===== config.mk =====
export PLATFORM = sky130hd
export DESIGN_NAME = if_stage
export DESIGN_NICKNAME = d
export VERILOG_FILES = /design/src/rtl/if_stage.sv
export SDC_FILE = /design/constraint.sdc
export NUM_CORES = 1
export LEC_CHECK = 0
export CAP_MARGIN = 20
export CORE_ASPECT_RATIO = 1.75
export CORE_MARGIN = 5
export CORE_UTILIZATION = 57
export DETAILED_ROUTE_END_ITERATION = 10
export DONT_BUFFER_PORTS = 1
export GPL_TIMING_DRIVEN = 1
export PLACE_DENSITY_LB_ADDON = 0.1
export SLEW_MARGIN = 25
export SYNTH_ARGS = -nofsm -noshare
export SYNTH_HDL_FRONTEND = slang
export SYNTH_SLANG_ARGS = --single-unit

===== constraint.sdc =====
create_clock -name clk -period 1.9 [get_ports clk]
set_input_delay 0.57 -clock clk [delete_from_list [all_inputs] [get_ports clk]]
set_output_delay 0.57 -clock clk [all_outputs]
set_load 0.005 [all_outputs]

===== src/rtl/if_stage.sv =====
// if_stage: instruction fetch with one outstanding SRAM request, a one-entry output slot and a skid buffer
// Optional IF_BPU_EN: when defined, the branch predictor steers the next fetch PC.
module if_stage #(
  parameter logic [31:0] RESET_PC = 32'h1c000000
) (
  input  logic        clk,
  input  logic        reset,
  input  logic        id_allow_in,
  output logic        if_to_id_valid,
  output logic [64:0] if_to_id_bus,
  input  logic [32:0] id_to_if_bus,
  output logic        inst_sram_req,
  output logic [31:0] inst_sram_addr,
  input  logic        inst_sram_addr_ok,
  input  logic        inst_sram_data_ok,
  input  logic [31:0] inst_sram_rdata,
  output logic [31:0] bp_pc,
  input  logic        bp_taken,
  input  logic [31:0] bp_target
);
  localparam logic [1:0] S_REQ  = 2'd0;
  localparam logic [1:0] S_WAIT = 2'd1;
  localparam logic [1:0] S_HOLD = 2'd2;

  logic [31:0] r_fetch_pc;
  logic [1:0]  r_state;
  logic [31:0] r_req_pc;
  logic        r_req_pred;
  logic        r_drop;
  logic        r_valid;
  logic [64:0] r_data;
  logic [64:0] r_skid;

  logic        w_redirect;
  logic [31:0] w_br_target;
  logic        w_consume;
  logic        w_is_req;
  logic        w_is_wait;
  logic        w_is_hold;
  logic        w_accept;
  logic        w_resp;
  logic        w_fill;
  logic        w_slot_free;
  logic        w_pred_taken;
  logic [31:0] w_next_pc;
  logic [64:0] w_resp_word;
  logic [1:0]  w_state_n;
  logic        w_drop_n;
  logic        w_valid_n;
  logic [64:0] w_data_n;
  logic [31:0] w_fetch_pc_n;

  assign w_redirect  = id_to_if_bus[32];
  assign w_br_target = id_to_if_bus[31:0];
  assign w_consume   = r_valid && id_allow_in;
  assign w_is_req    = r_state == S_REQ;
  assign w_is_wait   = r_state == S_WAIT;
  assign w_is_hold   = r_state == S_HOLD;
  assign w_accept    = w_is_req && inst_sram_addr_ok;
  assign w_resp      = w_is_wait && inst_sram_data_ok;
  assign w_fill      = w_resp && !r_drop && !w_redirect;
  assign w_slot_free = !r_valid || w_consume;
  assign w_resp_word = {r_req_pred, r_req_pc, inst_sram_rdata};

`ifdef IF_BPU_EN
  assign w_pred_taken = bp_taken;
  assign w_next_pc    = bp_taken ? bp_target : r_fetch_pc + 32'd4;
  assign bp_pc        = r_fetch_pc;
`else
  logic w_unused;
  assign w_unused     = ^{bp_taken, bp_target};
  assign w_pred_taken = 1'b0;
  assign w_next_pc    = r_fetch_pc + 32'd4;
  assign bp_pc        = 32'd0;
`endif

  assign if_to_id_valid = r_valid;
  assign if_to_id_bus   = r_data;
  assign inst_sram_req  = reset && w_is_req;
  assign inst_sram_addr = r_fetch_pc;

  // Next-state: a redirect flushes the slot and marks any in-flight request stale
  always_comb begin
    w_state_n    = w_is_req  ? (w_accept ? S_WAIT : S_REQ)
                 : w_is_wait ? (!inst_sram_data_ok ? S_WAIT : (w_fill && !w_slot_free) ? S_HOLD : S_REQ)
                 : w_is_hold ? ((w_redirect || w_consume) ? S_REQ : S_HOLD)
                 : S_REQ;
    w_drop_n     = w_resp ? 1'b0 : (w_redirect && (w_accept || w_is_wait)) ? 1'b1 : r_drop;
    w_valid_n    = w_redirect ? 1'b0
                 : ((w_fill && w_slot_free) || (w_is_hold && w_consume)) ? 1'b1
                 : w_consume ? 1'b0 : r_valid;
    w_data_n     = (w_fill && w_slot_free) ? w_resp_word
                 : (w_is_hold && w_consume) ? r_skid : r_data;
    w_fetch_pc_n = w_redirect ? w_br_target : w_accept ? w_next_pc : r_fetch_pc;
  end

  // State registers, cleared asynchronously while reset is low
  always_ff @(posedge clk or negedge reset) begin
    if (!reset) begin
      r_fetch_pc <= RESET_PC;
      r_state    <= S_REQ;
      r_req_pc   <= 32'd0;
      r_req_pred <= 1'b0;
      r_drop     <= 1'b0;
      r_valid    <= 1'b0;
      r_data     <= 65'd0;
      r_skid     <= 65'd0;
    end else begin
      r_fetch_pc <= w_fetch_pc_n;
      r_state    <= w_state_n;
      r_drop     <= w_drop_n;
      r_valid    <= w_valid_n;
      r_data     <= w_data_n;
      if (w_accept) begin
        r_req_pc   <= r_fetch_pc;
        r_req_pred <= w_pred_taken;
      end
      if (w_fill && !w_slot_free) r_skid <= w_resp_word;
    end
  end
endmodule


==> impl_results.md, run 1 <==
- DR iter-0 viols: 163
- Period utilization: 1.05
- Simple-Gate Fraction of Synth Area: 0.110
- Top_reg_cell synth: dfrtp_1
- Root Buffer: clkbuf_16
- Cell row count: 59
- Initial antenna violation count: 0
- DRT Pass-1 Iters: 4
- Worst ir drop on vdd: 0.586 mV
- Yosys warns: 0
- Status: finished, violations left
- Setup ws final: -0.0869 ns
- Max-Cap Viols: 0
- Max-slew violations: 0
- Sum of negative setup slack: -0.401 ns
- Via count: 5741
- Congestion Overflow GR: 0
- Startpoint Class: flip-flop
- Die Span Y: 172 um
- Failing checks: negative hold slack, negative setup slack
- Final Hold Vio Count: 193
- Worst r2r dst: inst_sram_addr[29]
- Gr usage total: 0.210
- Bufs on Longest Clock Path: 2
- Full die area: 0.0177 sq mm
- Flops & latches, synth: 196
- CP endpoint kind: flip-flop
- Vias in the first global route: 5882
- Routability cong.: 0.876
- RSZ-0062 raised after global routing: yes
- Synth Area in Adders: 0.00146
- Layout cells sized above 1: 0.231
- Final wirelength: 18.7 mm
- Layout Nets: 884
- Max Clk Rate: 503 MHz
- Flop2flop setup slack: -0.09 ns
- Place WS: -0.243 ns
- Hold crit path type: in2async
- Critical R2R Launch: inst_sram_addr[11]
- Pint: 7.54 mW
- Clk_skew: 0.0150 ns
- Clock latency at the later pin of the worst-skew pair: 0.42 ns
- First-pass GRT wire length: 29.4 mm
- Clk pin slew, worst setup/hold paths: 0.08 ns
- Max FO, Critical Path: 13
- Layout area overhead: 14.2%
- Die Span X: 103 um
- N_diodes: 0
- Reg2Reg Depth: 5
- Port buffer count: 0
- Mean Syn Cell Area: 11.5 sq um
- XOR/XNOR share of the synthesized area: 0.0102
- Largest net degree at the start of global routing: 198
- Vias per cell: 5.88
- I/O Pins: 234
- Library cells used by synthesis: 44
- Worst path arrival time: 2.33 ns
- Async S/R FF share, synth: 1.00
- Multiplexer share of the synthesized area: 0.0891
- Complex-gate fraction of the synthesized area: 0.161
- Initial Util: 0.577
- Post-synth EDFFs: 0
- Seq/Total Area, Yosys: 0.573
- Sw frac: 0.271
- Min Tclk post-route: 1.99 ns
- CTS H-Tree Depth: 4
- P per Cell Area: 1060 mW/mm^2
- Sequential Power Share: 0.539
- Clock network power share: 0.354
- DP HPWL: 13.2 mm
- Leakage Power: 5.04 nW
- Cells after synthesis: 746
- Data required time of the worst path: 2.25 ns
- Crit Path Category: reg2reg
- Final cell count without fillers: 976
- CTS tree: done
- Placed cells: 931
- Hold Slack: -0.163 ns
- CTS sink cnt: 196
- Psw: 2.81 mW
- Avg WL per Cell: 19.2 um
- Synthesized area: 0.00857 sq mm
- Setup Viol. Count Final: 8
- Combinational power share: 0.107
- ANT nets after route: 0
- Core ar.: 0.0148 sq mm
- Main combinational cell family by area after synthesis: compound AO/OA/AOI/OAI gates
- CTS Buf Count: 17
- Post-route DRC: 0
==> worst max-delay path: stages (launching register included) <==
cell and delay, ns:
dfrtp_1 0.35, nand4_1 0.16, or4_4 0.54, buf_12 0.16, or4_1 0.51, a31oi_1 0.19
==> cell usage in the layout, fill, tap and decap left out, drive strengths merged, types with 2 or more instances in the layout <==
cell type | synthesis | routed
a22o | 64 | 64
dfrtp | 193 | 193
and3 | 3 | 3
nor2 | 24 | 25
clkinv | 1 | 5
nor3 | 4 | 4
inv | 4 | 12
and2 | 2 | 2
mux2i | 2 | 2
or4 | 14 | 14
a221o | 2 | 2
mux2 | 66 | 66
o21ai | 17 | 17
dfstp | 3 | 3
nand3 | 8 | 8
nor4 | 6 | 6
nor2b | 2 | 2
nand2 | 113 | 113
a21o | 64 | 64
o31ai | 12 | 12
nand2b | 2 | 2
xor2 | 6 | 6
xnor2 | 4 | 4
nand4 | 11 | 11
o31a | 2 | 2
buf | 47 | 64
and4 | 2 | 2
or3 | 4 | 4
conb | 1 | 33
nor3b | 2 | 2
clkbuf | 36 | 18
bufinv | 0 | 2
a31oi | 16 | 16
==> kinds of logic after synthesis <==
| family | Yosys count |
|---|---|
| adders and majority gates | 1 |
| other | 1 |
| DFF | 196 |
| and+or+nand+nor | 202 |
| muxes | 68 |
| xor gates and xnor gates | 10 |
| AOI/OAI and AO/OA | 180 |
| buffers and inverters | 88 |
==> flip-flops by register name (all words and copies together) (netlist names) <==
| register | cells |
|---|---|
| if_to_id_valid | 1 |
| if_to_id_bus | 64 |
| r_req_pc | 32 |
| r_drop | 1 |
| r_skid | 64 |
| inst_sram_addr | 32 |
| r_state | 2 |
==> per-stage QoR <==
stage                     instance area (sq um)  utilization  power (mW)
after floorplan                            8710            -        6.31
after global placement                     8960        0.604        6.66
after detailed placement                   8960        0.604        6.77
after CTS                                  9640        0.650        10.5
after global routing                       9780        0.659        10.9
final                                      9780        0.659        10.3
==> power by group through the flow <==
stage / clock, mW / combinational [mW] / sequential (mW)
final: 3.66 / 1.11 / 5.58
after global routing: 3.93 / 1.25 / 5.68
after CTS: 3.75 / 1.10 / 5.60
after detailed placement: 0 / 1.08 / 5.69
after global placement: 0 / 1.02 / 5.65
after floorplan: 0 / 0.855 / 5.45
==> metal layers <==
layer / routed length (um) / track usage
met1: 7100 / 0.254
met3: 1350 / 0.0553
met2: 10100 / 0.368
met4: 205 / 0.0565
met5: 0 / 0
==> worst max-delay path by stage <==
stage / startpoint / to / slack (ns)
floorplan: id_to_if_bus[32] / r_skid[0] / -0.10
CTS: inst_sram_addr[11] / inst_sram_addr[29] / -0.10
finish: inst_sram_addr[11] / inst_sram_addr[29] / -0.09
global route: inst_sram_addr[11] / inst_sram_addr[31] / -0.18
detailed placement: inst_sram_data_ok / if_to_id_bus[8] / -0.24
global placement: inst_sram_data_ok / if_to_id_bus[28] / -0.14
==> synthesized netlist by cell type, types with 2 or more instances <==
cell type / instances / area [sq um]
nand4_1: 11 / 68.8
or4_1: 14 / 105
nor3_1: 4 / 20.0
mux2_2: 66 / 743
o21ai_0: 17 / 85.1
and3_1: 3 / 18.8
dfrtp_1: 193 / 4830
and2_1: 2 / 12.5
buf_2: 5 / 25.0
a22o_1: 64 / 561
nor4_1: 6 / 37.5
xnor2_1: 4 / 35.0
a31oi_1: 16 / 100
nand2b_1: 2 / 12.5
or3_1: 4 / 25.0
and4_1: 2 / 17.5
buf_4: 33 / 248
xor2_1: 6 / 52.6
a221o_1: 2 / 20.0
o31ai_1: 12 / 90.1
mux2i_1: 2 / 20.0
nor2b_1: 2 / 12.5
nand2_1: 113 / 424
nor2_1: 24 / 90.1
buf_1: 8 / 30.0
o31a_1: 2 / 17.5
a21o_1: 64 / 480
inv_1: 4 / 15.0
nand3_1: 8 / 40.0
nor3b_1: 2 / 15.0
dfstp_2: 3 / 78.8
clkbuf_1: 36 / 135
==> final cells by class <==
class                   instances  area [sq um]
multi-input cells             495          3410
repair buffers                 65           609
clock inverters                15           186
inverters                       5          18.8
fillers                      1115          5050
flip-flops and latches        196          4910
clock buffers                  17           425
well taps                     183           229
==> timing repair <==
| action | in CTS | in global routing |
|---|---|---|
| buffers inserted | 2 | 8 |
| endpoints found under the setup margin | 61 | 55 |
| pin swaps | 3 | 9 |
| gates cloned | 0 | 3 |
| gates resized for setup | 12 | 12 |
| endpoints found under the hold margin | 193 | 193 |
No activity file was read; power rests on OpenSTA's default activity.
==> run 2, diff against run 1 <==
--- a/config.mk
+++ b/config.mk
@@ -13,6 +13,7 @@
 export DONT_BUFFER_PORTS = 1
 export GPL_TIMING_DRIVEN = 1
 export PLACE_DENSITY_LB_ADDON = 0.1
+export SETUP_SLACK_MARGIN = 0.05
 export SLEW_MARGIN = 25
 export SYNTH_ARGS = -nofsm -noshare
 export SYNTH_HDL_FRONTEND = slang
==> impl_results.md, run 2 (same netlist as run 1, synthesis figures left out) <==
- Status: finished, violations left
- Failing checks: negative hold slack, negative setup slack
- Largest net degree at the start of global routing: 198 (unchanged)
- CTS tree: done
- Gr usage total: 0.208 (-0.00233)
- CP endpoint kind: flip-flop
- Max Clk Rate: 488 MHz (-3.1%)
- Congestion Overflow GR: 0 (unchanged)
- Bufs on Longest Clock Path: 2 (unchanged)
- Reg2Reg Depth: 5 (unchanged)
- Clock network power share: 0.339 (-0.015)
- Layout area overhead: 19.1%
- Power consumption: 10.3 mW (-0.23%)
- Startpoint Class: flip-flop
- Sequential Power Share: 0.541 (+0.002)
- Clk_skew: 0.0102 ns (-0.00483 ns)
- Combinational power share: 0.120 (+0.013)
- Commonest non-fill, non-tap cell in the layout: dfrtp_1
- Clock latency at the later pin of the worst-skew pair: 0.43 ns (about the same)
- Period utilization: 1.08 (+0.0333)
- Min Tclk post-route: 2.05 ns (+0.0633 ns)
- Crit Path Category: reg2reg
- Core ar.: 0.0148 sq mm (unchanged)
- Psw: 2.74 mW (-2.4%)
- Setup ws final: -0.150 ns (-0.0633 ns)
- Clk pin slew, worst setup/hold paths: 0.07 ns (about the same)
- Critical R2R Launch: inst_sram_addr[12]
- Pint: 7.58 mW (+0.58%)
- Max-Cap Viols: 0 (unchanged)
- Layout Nets: 897 (+1.5%)
- Die Span Y: 172 um (unchanged)
- Full die area: 0.0177 sq mm (unchanged)
- Layout cells sized above 1: 0.251 (+0.0199)
- Max FO, Critical Path: 13 (unchanged)
- Hold crit path type: in2async
- Root Buffer: clkbuf_16
- Max-slew violations: 0 (unchanged)
- Avg WL per Cell: 20.7 um (+7.8%)
- P per Cell Area: 1010 mW/mm^2 (-4.3%)
- RSZ-0062 raised after global routing: yes
- Register area: 0.00491 sq mm (about the same)
- Die Span X: 103 um (unchanged)
- Worst path arrival time: 2.39 ns (+0.06 ns)
- First-pass GRT wire length: 29.1 mm (-0.91%)
- Vias per cell: 5.99 (+1.9%)
- ANT nets after route: 0 (unchanged)
- Leakage Power: 5.24 nW (+4.0%)
- Final Hold Vio Count: 193 (unchanged)
- CTS sink cnt: 196 (unchanged)
- Final wirelength: 20.5 mm (+9.3%)
- Sum of negative setup slack: -1.07 ns (-0.673 ns)
- Multi-input logic area: 0.00351 sq mm (+3.0%)
- Cell row count: 59 (unchanged)
- Worst r2r dst: inst_sram_addr[25]
- Port buffer count: 0 (unchanged)
- Initial Util: 0.577 (unchanged)
- Via count: 5928 (+3.3%)
- Worst ir drop on vdd: 0.659 mV (+12%)
- Sw frac: 0.265 (-0.00590)
- CTS H-Tree Depth: 4 (unchanged)
- I/O Pins: 234 (unchanged)
- Setup Viol. Count Final: 12 (+4)
- DRT Pass-1 Iters: 4 (unchanged)
- Flop2flop setup slack: -0.15 ns (-0.06 ns)
- Routability cong.: 0.851 (-2.8%)
- Hold Slack: -0.166 ns (-0.00224 ns)
- CTS Buf Count: 17 (unchanged)
- Data required time of the worst path: 2.24 ns (about the same)
- Place WS: -0.129 ns (+0.114 ns)
- DR iter-0 viols: 219 (+34%)
- Post-route DRC: 0 (unchanged)
- DP HPWL: 12.8 mm (-2.4%)
- Post-Route Utilization: 0.687 (+0.0280)
- Fillers: 1074 (-3.7%)
- Initial antenna violation count: 0 (unchanged)
- Vias in the first global route: 5849 (-0.56%)
- N_diodes: 0 (unchanged)
- Most frequent cells in the layout: 191 x dfrtp_1, 111 x nand2_1, 64 x a22o_1, 64 x a21o_1, 55 x mux2_2
==> run 2: how the worst max path moves through the flow <==
| stage | end | slack, ns | from | cells past startpoint |
|---|---|---|---|---|
| global placement | inst_sram_addr[25] | -0.06 | inst_sram_addr[11] | 5 |
| global route | inst_sram_addr[31] | -0.20 | inst_sram_addr[12] | 5 |
| CTS | inst_sram_addr[25] | -0.12 | inst_sram_addr[11] | 5 |
| finish | inst_sram_addr[25] | -0.15 | inst_sram_addr[12] | 5 |
| detailed placement | inst_sram_addr[25] | -0.13 | inst_sram_addr[12] | 5 |
| floorplan | inst_sram_addr[26] | -0.02 | inst_sram_addr[10] | 6 |
==> run 2: per-layer routing <==
| metal | global-route usage | vias to the layer above | part of all wire |
|---|---|---|---|
| li1 | - | 2710 | - |
| met1 | 0.254 | 3015 | 0.39 |
| met2 | 0.357 | 175 | 0.54 |
| met3 | 0.0565 | 28 | 0.063 |
| met4 | 0.0605 | 0 | 0.014 |
| met5 | 0 | - | 0 |
==> run 2: cell type report <==
class,instances,share of cell area
tap,183,0.0224
multi-input combinational,494,0.344
inverter,5,0.00184
sequential,196,0.481
timing repair buffer,79,0.0943
clock buffer,21,0.0432
clock inverter,11,0.0125
==> run 2: power by group through the flow <==
stage | sequential [mW] | clock, mW | combinational [mW]
5_1_grt | 5.69 | 3.74 | 1.38
3_5_place_dp | 5.69 | 0 | 1.09
3_3_place_gp | 5.65 | 0 | 1.03
6_report | 5.59 | 3.50 | 1.23
2_1_floorplan | 5.45 | 0 | 0.859
4_1_cts | 5.61 | 3.58 | 1.10
==> run 2: timing repair <==
item / CTS / global route
resized for setup: 6 / 37
endpoints found under the hold margin: 193 / 194
gates cloned: 0 / 15
pin swaps: 2 / 82
endpoints found under the setup margin: 24 / 78
setup buffers: 1 / 12
==> run 2: through the flow <==
| stage | area (sq um) | std cells |
|---|---|---|
| after floorplan | 8720 | 778 |
| after global placement | 8980 | 929 |
| after detailed placement | 8980 | 929 |
| after CTS | 9580 | 962 |
| after global routing | 10200 | 989 |
| final | 10200 | 989 |
==> run 2: critical path: stages (launching register included) <==
cell and delay (ns):
dfrtp_1 0.36, nand4_1 0.20, or4_4 0.56, buf_12 0.16, or4_4 0.50, a31oi_1 0.18
==> run 3, diff against run 2 <==
--- a/config.mk
+++ b/config.mk
@@ -12,6 +12,7 @@
 export DETAILED_ROUTE_END_ITERATION = 10
 export DONT_BUFFER_PORTS = 1
 export GPL_TIMING_DRIVEN = 1
+export HOLD_SLACK_MARGIN = 0.1
 export PLACE_DENSITY_LB_ADDON = 0.1
 export SETUP_SLACK_MARGIN = 0.05
 export SLEW_MARGIN = 25
==> results of run 3 <==
The final DEF is identical to that of run 2; final timing and power are the same.
